`src/rtl/mod_sync_pkg.sv`:
```
// mod_sync_pkg
// Shared types and default widths for the multi-channel modulation sync timer.
//   state_e      : per-channel sequencing state (IDLE / ARMED / RUN)
//   CYCLE_W_DEF  : default width of the cycle config and the sample index
//   DIV_W_DEF    : default width of the divider config and the divider counter
package mod_sync_pkg;

    typedef enum logic [1:0] {
        ST_IDLE  = 2'd0,
        ST_ARMED = 2'd1,
        ST_RUN   = 2'd2
    } state_e;

    localparam int CYCLE_W_DEF = 16;
    localparam int DIV_W_DEF   = 16;

endpackage

```
`src/rtl/mod_sync_ch.sv`:
```
// mod_sync_ch
// One channel of the sync timer: divides the shared reference tick into a
// sample clock and runs a wrapping sample index, realigned by SYNC on request.
// Ports:
//   CLK, RST_N  : clock, asynchronous active-low reset
//   ref_tick    : one-cycle reference tick
//   sync        : one-cycle global sync pulse
//   en          : channel enable (level)
//   init        : realign request (one-cycle pulse)
//   cycle, div  : live config, captured into shadows at wrap or realign
//   idx         : registered sample index
//   idx_valid   : one-cycle strobe when idx updates
//   wrap        : one-cycle strobe when idx returns to 0
//   state       : current FSM state (debug / RUNNING derivation)
//
// Handshake: there is no back-pressure. ref_tick, sync and init are
// single-cycle qualifiers sampled on the rising edge of CLK; idx_valid and wrap
// are single-cycle strobes the consumer must take in the cycle they appear.
module mod_sync_ch
    import mod_sync_pkg::*;
#(
    parameter int CYCLE_W = CYCLE_W_DEF,
    parameter int DIV_W   = DIV_W_DEF
) (
    input  logic               CLK,
    input  logic               RST_N,
    input  logic               ref_tick,
    input  logic               sync,
    input  logic               en,
    input  logic               init,
    input  logic [CYCLE_W-1:0] cycle,
    input  logic [DIV_W-1:0]   div,
    output logic [CYCLE_W-1:0] idx,
    output logic               idx_valid,
    output logic               wrap,
    output state_e             state
);

    state_e             state_q, state_d;
    logic [DIV_W-1:0]   div_cnt_q, div_cnt_d;
    logic [CYCLE_W-1:0] idx_q, idx_d;
    logic [CYCLE_W-1:0] cyc_s_q, cyc_s_d;
    logic [DIV_W-1:0]   div_s_q, div_s_d;
    logic               pend_q, pend_d;
    logic               idx_valid_q, idx_valid_d;
    logic               wrap_q, wrap_d;
    logic               align;

    always_comb begin
        state_d     = state_q;
        div_cnt_d   = div_cnt_q;
        idx_d       = idx_q;
        cyc_s_d     = cyc_s_q;
        div_s_d     = div_s_q;
        pend_d      = pend_q;
        idx_valid_d = 1'b0;
        wrap_d      = 1'b0;
        align       = 1'b0;

        if (!en) begin
            // Disable wins over everything, including a same-cycle SYNC.
            state_d   = ST_IDLE;
            div_cnt_d = '0;
            idx_d     = '0;
            pend_d    = 1'b0;
        end else begin
            unique case (state_q)
                ST_IDLE: begin
                    div_cnt_d = '0;
                    idx_d     = '0;
                    pend_d    = 1'b0;
                    // INIT together with SYNC arms and aligns in one step.
                    if (init && sync) align = 1'b1;
                    else if (init)    state_d = ST_ARMED;
                end
                ST_ARMED: begin
                    div_cnt_d = '0;
                    idx_d     = '0;
                    if (sync) align = 1'b1;
                end
                ST_RUN: begin
                    if (init) pend_d = 1'b1;
                    if (sync && (pend_q || init)) begin
                        // Realign drops a coincident tick.
                        align = 1'b1;
                    end else if (ref_tick) begin
                        if (div_cnt_q == div_s_q) begin
                            div_cnt_d   = '0;
                            idx_valid_d = 1'b1;
                            if (idx_q == cyc_s_q) begin
                                idx_d   = '0;
                                wrap_d  = 1'b1;
                                cyc_s_d = cycle;
                                div_s_d = div;
                            end else begin
                                idx_d = idx_q + 1'b1;
                            end
                        end else begin
                            div_cnt_d = div_cnt_q + 1'b1;
                        end
                    end
                end
                default: state_d = ST_IDLE;
            endcase

            if (align) begin
                state_d     = ST_RUN;
                cyc_s_d     = cycle;
                div_s_d     = div;
                div_cnt_d   = '0;
                idx_d       = '0;
                pend_d      = 1'b0;
                idx_valid_d = 1'b1;
                wrap_d      = 1'b1;
            end
        end
    end

    always_ff @(posedge CLK or negedge RST_N) begin
        if (!RST_N) begin
            state_q     <= ST_IDLE;
            div_cnt_q   <= '0;
            idx_q       <= '0;
            cyc_s_q     <= '0;
            div_s_q     <= '0;
            pend_q      <= 1'b0;
            idx_valid_q <= 1'b0;
            wrap_q      <= 1'b0;
        end else begin
            state_q     <= state_d;
            div_cnt_q   <= div_cnt_d;
            idx_q       <= idx_d;
            cyc_s_q     <= cyc_s_d;
            div_s_q     <= div_s_d;
            pend_q      <= pend_d;
            idx_valid_q <= idx_valid_d;
            wrap_q      <= wrap_d;
        end
    end

    assign idx       = idx_q;
    assign idx_valid = idx_valid_q;
    assign wrap      = wrap_q;
    assign state     = state_q;

endmodule

```
`src/rtl/mod_sync_timer.sv`:
```
// mod_sync_timer
// N_CH independent modulation sync channels sharing one reference tick and one
// global SYNC. Per-channel buses are packed with channel 0 in the low slice.
// Ports:
//   CLK, RST_N    : clock, asynchronous active-low reset
//   REF_CLK_TICK  : shared reference tick
//   SYNC          : shared global sync pulse
//   EN, INIT      : per-channel enable level / realign request
//   CYCLE, DIV    : per-channel last index / divider
//   IDX           : per-channel sample index
//   IDX_VALID     : per-channel index update strobe
//   WRAP          : per-channel wrap strobe
//   RUNNING       : per-channel RUN state indicator
module mod_sync_timer
    import mod_sync_pkg::*;
#(
    parameter int N_CH    = 2,
    parameter int CYCLE_W = CYCLE_W_DEF,
    parameter int DIV_W   = DIV_W_DEF
) (
    input  logic                    CLK,
    input  logic                    RST_N,
    input  logic                    REF_CLK_TICK,
    input  logic                    SYNC,
    input  logic [N_CH-1:0]         EN,
    input  logic [N_CH-1:0]         INIT,
    input  logic [N_CH*CYCLE_W-1:0] CYCLE,
    input  logic [N_CH*DIV_W-1:0]   DIV,
    output logic [N_CH*CYCLE_W-1:0] IDX,
    output logic [N_CH-1:0]         IDX_VALID,
    output logic [N_CH-1:0]         WRAP,
    output logic [N_CH-1:0]         RUNNING
);

    for (genvar g = 0; g < N_CH; g++) begin : g_ch
        state_e ch_state;

        mod_sync_ch #(
            .CYCLE_W(CYCLE_W),
            .DIV_W  (DIV_W)
        ) u_ch (
            .CLK      (CLK),
            .RST_N    (RST_N),
            .ref_tick (REF_CLK_TICK),
            .sync     (SYNC),
            .en       (EN[g]),
            .init     (INIT[g]),
            .cycle    (CYCLE[g*CYCLE_W +: CYCLE_W]),
            .div      (DIV[g*DIV_W +: DIV_W]),
            .idx      (IDX[g*CYCLE_W +: CYCLE_W]),
            .idx_valid(IDX_VALID[g]),
            .wrap     (WRAP[g]),
            .state    (ch_state)
        );

        // Decoded straight from the state register, so still flop-driven.
        assign RUNNING[g] = (ch_state == ST_RUN);
    end

endmodule
```
`config.mk`:
```
export PLATFORM = sky130hd
export DESIGN_NAME = mod_sync_timer
export DESIGN_NICKNAME = d
export VERILOG_FILES = /design/src/rtl/mod_sync_pkg.sv /design/src/rtl/mod_sync_ch.sv /design/src/rtl/mod_sync_timer.sv
export SDC_FILE = /design/constraint.sdc
export NUM_CORES = 1
export LEC_CHECK = 0
export ABC_AREA = 1
export BUFFER_PORTS_ARGS = -buffer_cell sky130_fd_sc_hd__buf_2
export CAP_MARGIN = 20
export CORE_MARGIN = 4
export CORE_UTILIZATION = 40
export DETAILED_ROUTE_END_ITERATION = 8
export PLACE_DENSITY = 0.55
export SLEW_MARGIN = 20
export SYNTH_ARGS = -nofsm -noshare
export SYNTH_HDL_FRONTEND = slang
export SYNTH_SLANG_ARGS = --single-unit
```
`constraint.sdc`:
```
create_clock -name CLK -period 4.6 [get_ports CLK]
set_input_delay 1.15 -clock CLK [delete_from_list [all_inputs] [get_ports CLK]]
set_output_delay 1.15 -clock CLK [all_outputs]
set_load 0.1 [all_outputs]
```
==> flow_metrics.tcl, run 1 <==
set metrics [dict create \
    std_cell_rows 52 \
    grt_pass1_wl_mm 35.7 \
    critPathMaxFanout 5 \
    ioPinCount 110 \
    ir_drop_mv 0.244 \
    h-tree-depth 4 \
    synth_most_common_cell "nand2_1" \
    critPathKind "flop to primary output" \
    dp_hpwl_mm 14.9 \
    fin_skew_ps 12.5 \
    synth_edf_count 0 \
    seqCellArea_mm2 0.00345 \
    cts_hold_buf 0 \
    antenna_found_initial 1 \
    synth_area_per_cell_um2 6.88 \
    worst-endpoint-arrival_ps 1700 \
    synthDominantCellAreaShare_pct 40.9 \
    grt_max_degree 90 \
    run_status "completed" \
    synth_ff_type "dfrtp_1" \
    multi_input_area_mm2 0.00421 \
    ys_ff_latch 138 \
    die_y_um 153 \
    r2r_end "g_ch[1].u_ch.div_s_q[0]" \
    netlist_area_mm2 0.00845 \
    fin_area_mm2 0.00973 \
    required_ps 3450 \
    start_util_pct 41.2 \
    async_flop_share_pct 100 \
    die_x_um 153 \
    critical_path.endpoint "RUNNING[0]" \
    clock.fmax_mhz 351 \
    leakage_uw 0.00542 \
    syn_nets 1313 \
    ys_top_cells_by_area "dfrtp_1 41%, nand2_1 22%, nand3_1 6.8%" \
    r2r_start "g_ch[1].u_ch.idx[13]" \
    cts_resized 0 \
    drc 0 \
    cts_made_buffers 17 \
    post-route-period-util_pct 61.9 \
    drtAntennaViolNets 0 \
    crit_path_end_kind "primary output" \
    min_path_type "flop to flop" \
    dr.pass1.iters 5 \
    clockBufferDepth 2 \
    grtUsageTotal_pct 18.2 \
    hold_violations 0 \
    cts_tree "yes" \
    wirelength_met1_mm 10.2 \
    tns_ps 0 \
    gp_congestion 0.862 \
    r2r_slack_ps 2170 \
    pwr_density_cell_mw_per_mm2 458 \
    areaGrowthSynthToFinish_pct 15.2 \
    crit_start "g_ch[0].u_ch.state[0]" \
    setup_violations 0 \
    placed_area_mm2 0.00915 \
    clockRootBuffer "clkbuf_16" \
    drv_slew 0 \
    drv_cap 0 \
    grt_pass1_vias 7180 \
    port_buffers 109 \
    final_util_pct 47.5 \
    drtIter0Drc 519 \
    wl_mm 20.9 \
    cp-start-kind "flop" \
    min_period_ps 2850 \
    cts.sinks 138 \
    wl_met3_um 817 \
    seq_area_frac_synth_pct 40.9 \
    clk_latency_ps 430 \
    yosys-top-cells-count "502 x nand2_1, 142 x inv_1, 138 x dfrtp_1" \
    synthCells 1229 \
    routedWlPerCell_um 13.0 \
    nets 1409 \
    yosys.area.top_type "dfrtp_1" \
    highest_layer "met5" \
    worstMarginPinSlew_ps 855 \
    drive_gt1_share_pct 12.9 \
    post_cts_buffers 0 \
    n_fill_cell 2138 \
    ys.warnings.count 0 \
    rsz0062_at_grt "no" \
    slew_headroom_pct 43.0 \
    synth_cell_type_count 34 \
    overflow 0 \
    r2r_cells 9 \
    vias 7582 \
    via_per_inst 4.71 \
    die_area_mm2 0.0235 \
    wl_met2_mm 9.67 \
    coreArea_mm2 0.0205 \
    cts.reportedPaths.clkPinSlew_ps 60 \
]
-- final cells by class --
class	count	share of cell area, %
flip-flops and latches	138	35.5
inverters	146	5.63
clock inverters	15	1.58
clock buffers	17	4.37
multi-input cells	906	43.2
diodes	1	0.0257
well taps	270	3.47
repair buffers	116	6.21
-- where the power goes --
group	internal (uW)	switching (uW)
Sequential	1480	209
Combinational	440	974
Clock	764	596
Total	2680	1780
-- critical path, cell delays in order, from the launching register on --
cell and delay [ps]:
dfrtp_1 400, inv_1 110, ha_1 270, buf_2 490
-- through the flow --
stage / hold WS (ps) / cells / power [uW] / setup slack, ps
after floorplan: 461 / 1229 / 2800 / 1860
after global placement: 475 / 1576 / 3120 / 1520
after detailed placement: 479 / 1576 / 3150 / 1470
after CTS: 497 / 1608 / 4520 / 1750
after global routing: 514 / 1608 / 4810 / 1680
final: 492 / 1609 / 4460 / 1750
-- cells in the final DEF (no fill, tap or decap), types with 7 or more instances in the layout --
| cell | n |
|---|---|
| ha_1 | 12 |
| dfrtp_1 | 138 |
| o21ai_0 | 27 |
| buf_4 | 7 |
| buf_2 | 108 |
| nand4_1 | 16 |
| nor2_1 | 125 |
| xor2_1 | 54 |
| nand3_1 | 115 |
| clkbuf_16 | 17 |
| nand2_2 | 7 |
| inv_1 | 142 |
| inv_6 | 7 |
| nor3_1 | 16 |
| nand2_1 | 502 |
-- flip-flops by register name, summed over array words and instances, names as in the netlist --
register / count
g_ch.u_ch.cyc_s_q: 32
g_ch.u_ch.div_cnt_q: 32
g_ch.u_ch.div_s_q: 32
g_ch.u_ch.idx: 32
g_ch.u_ch.idx_valid: 2
g_ch.u_ch.pend_q: 2
g_ch.u_ch.state: 4
g_ch.u_ch.wrap: 2
-- how the worst min path moves through the flow --
stage                                         from                  endpoint  slack, ps  cells after the start
after global placement     g_ch[1].u_ch.cyc_s_q[2]   g_ch[1].u_ch.cyc_s_q[2]        480                      2
final                      g_ch[1].u_ch.cyc_s_q[2]   g_ch[1].u_ch.cyc_s_q[2]        490                      2
after floorplan           g_ch[1].u_ch.cyc_s_q[13]  g_ch[1].u_ch.cyc_s_q[13]        460                      2
after global routing      g_ch[0].u_ch.cyc_s_q[10]  g_ch[0].u_ch.cyc_s_q[10]        510                      2
after detailed placement  g_ch[0].u_ch.div_s_q[13]  g_ch[0].u_ch.div_s_q[13]        480                      2
after CTS                  g_ch[1].u_ch.cyc_s_q[2]   g_ch[1].u_ch.cyc_s_q[2]        500                      2
-- logic make-up after synthesis --
group	share of synthesized area [%]
AOI/OAI and AO/OA	3.18
buffers and inverters	9.36
and+or+nand+nor	38.9
xor gates and xnor gates	5.91
DFF	40.9
adders and majority gates	1.78
-- metal layers --
layer  global-route usage [%]  up-vias
li1                         -     3965
met1                     24.3     3471
met2                     30.7      127
met3                     3.70       17
met4                     3.91        2
met5                        0        -
(Power assumes the default switching activity.)
==> run 2: changes to the inputs <==
--- a/config.mk
+++ b/config.mk
@@ -5,7 +5,7 @@
 export SDC_FILE = /design/constraint.sdc
 export NUM_CORES = 1
 export LEC_CHECK = 0
-export ABC_AREA = 1
+export ABC_AREA = 0
 export BUFFER_PORTS_ARGS = -buffer_cell sky130_fd_sc_hd__buf_2
 export CAP_MARGIN = 20
 export CORE_MARGIN = 4
==> constraint.sdc (replaced) <==
create_clock -name CLK -period 2.9 [get_ports CLK]
set_input_delay 0.725 -clock CLK [delete_from_list [all_inputs] [get_ports CLK]]
set_output_delay 0.725 -clock CLK [all_outputs]
set_load 0.1 [all_outputs]
==> flow_metrics.tcl, run 2 <==
set metrics [dict create \
    required_ps 2170 \
    post_cts_buffers 0 \
    clock.fmax_mhz 396 \
    seqCellArea_mm2 0.00345 \
    vias 5789 \
    ys.warnings.count 0 \
    critical_path.max_stage_delay_ps 500 \
    cp_top_family "buffers and inverters" \
    comb_power_share_pct 29.0 \
    ir_drop_mv 0.488 \
    slowest_stage "buf_2" \
    tns_ps 0 \
    critical_path.endpoint "RUNNING[1]" \
    yosys-top-cells-count "138 x dfrtp_1, 68 x o21ai_0, 64 x xnor2_1" \
    fin_skew_ps 10.6 \
    r2r_cells 9 \
    post-route-period-util_pct 87.1 \
    grtUsageTotal_pct 17.8 \
    netlist_area_mm2 0.00744 \
    worstMarginPinSlew_ps 521 \
    run_status "completed" \
    synth_most_common_cell "dfrtp_1" \
    ioPinCount 110 \
    clockBufferDepth 2 \
    rsz0062_at_grt "no" \
    areaGrowthSynthToFinish_pct 20.9 \
    final_cell_mix "138 x dfrtp_1, 108 x buf_2, 68 x o21ai_0" \
    worst-endpoint-arrival_ps 1800 \
    final_common_cell "dfrtp_1" \
    yosys.area.top_type "dfrtp_1" \
    multi_input_area_mm2 0.00373 \
    drtAntennaViolNets 0 \
    drc 0 \
    leakage_uw 0.00401 \
    cp-start-kind "flop" \
    drv_slew 0 \
    p_seq_share_pct 38.4 \
    crit_start "g_ch[1].u_ch.state[0]" \
    cts.sinks 138 \
    p_sw_uw 2220 \
    clockRootBuffer "clkbuf_16" \
    dp.cells 1040 \
    async_flop_share_pct 100 \
    start_util_pct 41.0 \
    drv_cap 0 \
    coreArea_mm2 0.0181 \
    antenna_found_initial 1 \
    wl_mm 17.9 \
    die_x_um 144 \
    ys_top_cells_by_area "dfrtp_1 46%, xnor2_1 7.5%, mux2_4 5.9%" \
    ys_ff_latch 138 \
    slew_headroom_pct 65.5 \
    crit_path_end_kind "primary output" \
    cts_hold_buf 0 \
    die_y_um 144 \
    hold_violations 0 \
    routedWlPerCell_um 16.7 \
    drive_gt1_share_pct 25.3 \
    seq_area_frac_synth_pct 46.4 \
    overflow 0 \
    die_area_mm2 0.0209 \
    critPathMaxFanout 8 \
    p_int_uw 5040 \
    synth_area_per_cell_um2 10.5 \
    synth_edf_count 0 \
    pwr_density_cell_mw_per_mm2 807 \
    layoutNonFillerInstCount 1071 \
    gp_congestion 0.885 \
    std_cell_rows 49 \
    min_path_type "primary input to async pin" \
    dp_hpwl_mm 12.7 \
    n_fill_cell 1648 \
    min_period_ps 2530 \
    h-tree-depth 4 \
    cts_tree "yes" \
    r2r_end "g_ch[1].u_ch.div_s_q[0]" \
    nets 914 \
    cts_made_buffers 17 \
    cp.depth 3 \
    sw_frac_of_total_pct 30.5 \
    critPathKind "flop to primary output" \
    grt_max_degree 78 \
    r2r_slack_ps 470 \
    grt_pass1_vias 5945 \
    path_buf_inv 2 \
    power_frac_clock_pct 32.6 \
    path_cells "inv_1, ha_1, buf_2" \
    via_per_inst 5.41 \
    clk_latency_ps 420 \
    grt_pass1_wl_mm 30.0 \
    synthDominantCellAreaShare_pct 46.4 \
    r2r_start "g_ch[1].u_ch.state[0]" \
    cts.reportedPaths.clkPinSlew_ps 60 \
    num_antenna_cells 0 \
    synthCells 709 \
    synth_ff_type "dfrtp_1" \
    synth_cell_type_count 55 \
    port_buffers 109 \
    setup_violations 0 \
    drtIter0Drc 432 \
    syn_nets 793 \
    dr.pass1.iters 5 \
    cts_resized 0 \
]
==> run 2: cell types whose count changed in the layout (fill, tap and decap cells not counted), sizes merged, moves of 14 or more <==
cell	before	now
xnor2	3	64
buf	116	134
xor2	54	0
mux2	0	65
nor3	16	30
nor2	126	27
inv	155	25
and3	0	15
a21oi	8	22
nand2	510	39
nand3	119	34
o21ai	29	74
==> run 2: worst min-delay path by stage <==
stage	slack (ps)	cells past startpoint	to
floorplan	430	0	g_ch[0].u_ch.cyc_s_q[0]
global placement	500	1	g_ch[0].u_ch.cyc_s_q[11]
detailed placement	500	1	g_ch[0].u_ch.cyc_s_q[0]
CTS	300	2	g_ch[1].u_ch.cyc_s_q[11]
global route	310	2	g_ch[1].u_ch.cyc_s_q[11]
finish	280	2	g_ch[1].u_ch.cyc_s_q[11]
==> run 2: logic make-up after synthesis <==
| group | synth area share [%] |
|---|---|
| AND/OR/NAND/NOR | 16.6 |
| AO/OA/AOI/OAI | 12.5 |
| flip-flops | 46.4 |
| multiplexers | 11.3 |
| XOR/XNOR | 7.53 |
| buffers and inverters | 3.56 |
| adder cells (fa/ha/maj) | 2.02 |
==> run 2: through the flow <==
| stage | power, uW | util (%) | instance area (um2) | hold slack (ps) | setup slack [ps] |
|---|---|---|---|---|---|
| 2_1_floorplan | 4410 | - | 7440 | 429 | 86.9 |
| 3_3_place_gp | 4850 | 46.0 | 8350 | 496 | 327 |
| 3_5_place_dp | 4930 | 46.0 | 8350 | 503 | 288 |
| 4_1_cts | 7350 | 49.6 | 8990 | 296 | 352 |
| 5_1_grt | 7680 | 49.6 | 8990 | 311 | 148 |
| 6_report | 7250 | 49.6 | 8990 | 283 | 373 |
==> run 2: power by group through the flow <==
stage	registers, uW	clock network [uW]	logic (uW)
3_3_place_gp	2800	0	2050
3_5_place_dp	2830	0	2110
4_1_cts	2800	2430	2130
6_report	2790	2370	2100
5_1_grt	2850	2510	2320
2_1_floorplan	2740	0	1670
==> run 2: final cells by class <==
| cell class | instances | share of cell area [%] |
|---|---|---|
| Tap cell | 229 | 3.19 |
| Clock inverter | 10 | 1.82 |
| Timing Repair Buffer | 134 | 8.78 |
| Inverter | 24 | 1.00 |
| Multi-Input combinational cell | 515 | 41.5 |
| Clock buffer | 21 | 5.34 |
| Sequential cell | 138 | 38.4 |
==> run 2: layer usage <==
metal	GRT usage, %	share of wire (%)	wire length (um)	up-vias
met5	0	0.062	11	-
met4	5.84	1.3	226	2
met3	3.94	4.9	874	18
met2	28.2	47	8380	141
met1	24.4	47	8380	2817
li1	-	-	-	2811
==> run 3: changes to the inputs <==
--- a/config.mk
+++ b/config.mk
@@ -8,6 +8,7 @@
 export ABC_AREA = 0
 export BUFFER_PORTS_ARGS = -buffer_cell sky130_fd_sc_hd__buf_2
 export CAP_MARGIN = 20
+export CORE_ASPECT_RATIO = 0.5
 export CORE_MARGIN = 4
 export CORE_UTILIZATION = 40
 export DETAILED_ROUTE_END_ITERATION = 8
==> flow_metrics.tcl, run 3 (same netlist as run 2, synthesis figures left out) <==
set metrics [dict create \
    final_cell_mix "138 x dfrtp_1, 108 x buf_2, 68 x o21ai_0" \
    critPathMaxFanout 23 \
    h-tree-depth 4 \
    min_period_ps 2540 \
    worstMarginPinSlew_ps 786 \
    slowest_stage "nor4_4" \
    coreArea_mm2 0.0178 \
    via_per_inst 5.38 \
    num_antenna_cells 0 \
    drc 0 \
    whs_ps 347 \
    std_cell_rows 34 \
    grtUsageTotal_pct 17.8 \
    cts.reportedPaths.clkPinSlew_ps 70 \
    cts_hold_buf 0 \
    drtIter0Drc 316 \
    path_cells "xnor2_1, nand4_1, nor4_4, and3_1, o21ai_4, buf_16, mux2_1" \
    dp_hpwl_mm 12.9 \
    clock.fmax_mhz 394 \
    min_path_type "primary input to async pin" \
    rsz0062_at_grt "no" \
    routedWlPerCell_um 16.8 \
    layoutNonFillerInstCount 1086 \
    dp.cells 1054 \
    run_status "completed" \
    drv_cap 0 \
    start_util_pct 41.8 \
    worst-endpoint-arrival_ps 2830 \
    grt_pass1_wl_mm 30.5 \
    ir_drop_mv 0.360 \
    drive_gt1_share_pct 26.2 \
    die_x_um 201 \
    areaGrowthSynthToFinish_pct 21.6 \
    final_util_pct 50.8 \
    vias 5842 \
    post-route-period-util_pct 87.4 \
    grt_pass1_vias 5893 \
    fin_skew_ps 10.4 \
    ioPinCount 110 \
    cts.sinks 138 \
    antenna_found_initial 0 \
    drtAntennaViolNets 0 \
    cp_top_family "simple AND/OR/NAND/NOR gates" \
    tns_ps 0 \
    setup_violations 0 \
    port_buffers 109 \
    clockRootBuffer "clkbuf_16" \
    final_common_cell "dfrtp_1" \
    cts_tree "yes" \
    cts_made_buffers 17 \
    wl_mm 18.2 \
    pwr_density_cell_mw_per_mm2 801 \
    slew_headroom_pct 47.6 \
    grt_max_degree 85 \
    clk_latency_ps 420 \
    crit_path_end_kind "flop" \
    leakage_uw 0.00404 \
    nets 923 \
    overflow 0 \
    cts_resized 0 \
    dr.pass1.iters 4 \
    die_y_um 104 \
    post_cts_buffers 0 \
    cp-start-kind "flop" \
    totalPowerFinal_uw 7240 \
    drv_slew 0 \
    critPathKind "flop to flop" \
    path_buf_inv 1 \
    gp_congestion 0.802 \
    required_ps 3200 \
    die_area_mm2 0.0210 \
    clockBufferDepth 2 \
    critical_path.max_stage_delay_ps 560 \
    hold_violations 0 \
]
-- run 3: changes by cell type in the layout (fill, tap and decap cells not counted), moves of 2 or more --
| cell | before | now |
|---|---|---|
| buf_12 | 4 | 1 |
| clkbuf_8 | 4 | 1 |
| buf_4 | 21 | 32 |
| clkinvlp_4 | 1 | 3 |
-- run 3: metal layers --
layer	wire, um	GRT usage [%]	up-vias	part of all wire [%]
li1	-	-	2835	-
met2	8060	26.6	125	44
met4	269	5.45	0	1.5
met3	672	3.52	20	3.7
met5	0	0	-	0
met1	9200	26.0	2862	51
-- run 3: where the power goes --
group	switching, uW	internal, uW
Sequential	358	2420
Clock	886	1470
Combinational	1020	1090
Total	2260	4980
-- run 3: area by class of cell --
class,instances,area [um2]
clock buffer,19,443
sequential,138,3450
clock inverter,13,191
multi-input combinational,515,3740
timing repair buffer,143,840
inverter,24,90.1
fill,1651,8780
tap,234,293
-- run 3: final timing paths --
kind / startpoint / endpoint / slack, ps / cells after the start
max: g_ch[0].u_ch.idx[10] / g_ch[0].u_ch.div_s_q[13] / 360 / 7
min: RST_N / g_ch[0].u_ch.div_cnt_q[3] / 350 / 1
max reg2reg: g_ch[0].u_ch.idx[10] / g_ch[0].u_ch.div_s_q[13] / 360 / 7
min reg2reg: g_ch[0].u_ch.div_s_q[15] / g_ch[0].u_ch.div_s_q[15] / 510 / 1
max in group asynchronous: RST_N / g_ch[1].u_ch.cyc_s_q[4] / 1790 / 2
min in group CLK: DIV[7] / g_ch[0].u_ch.div_s_q[7] / 510 / 2
-- run 3: metrics by stage --
step | setup slack (ps) | area (um2)
after floorplan | 86.9 | 7440
after global placement | 47.2 | 8390
after detailed placement | 261 | 8410
after CTS | 296 | 9050
after global routing | 221 | 9050
final | 364 | 9050
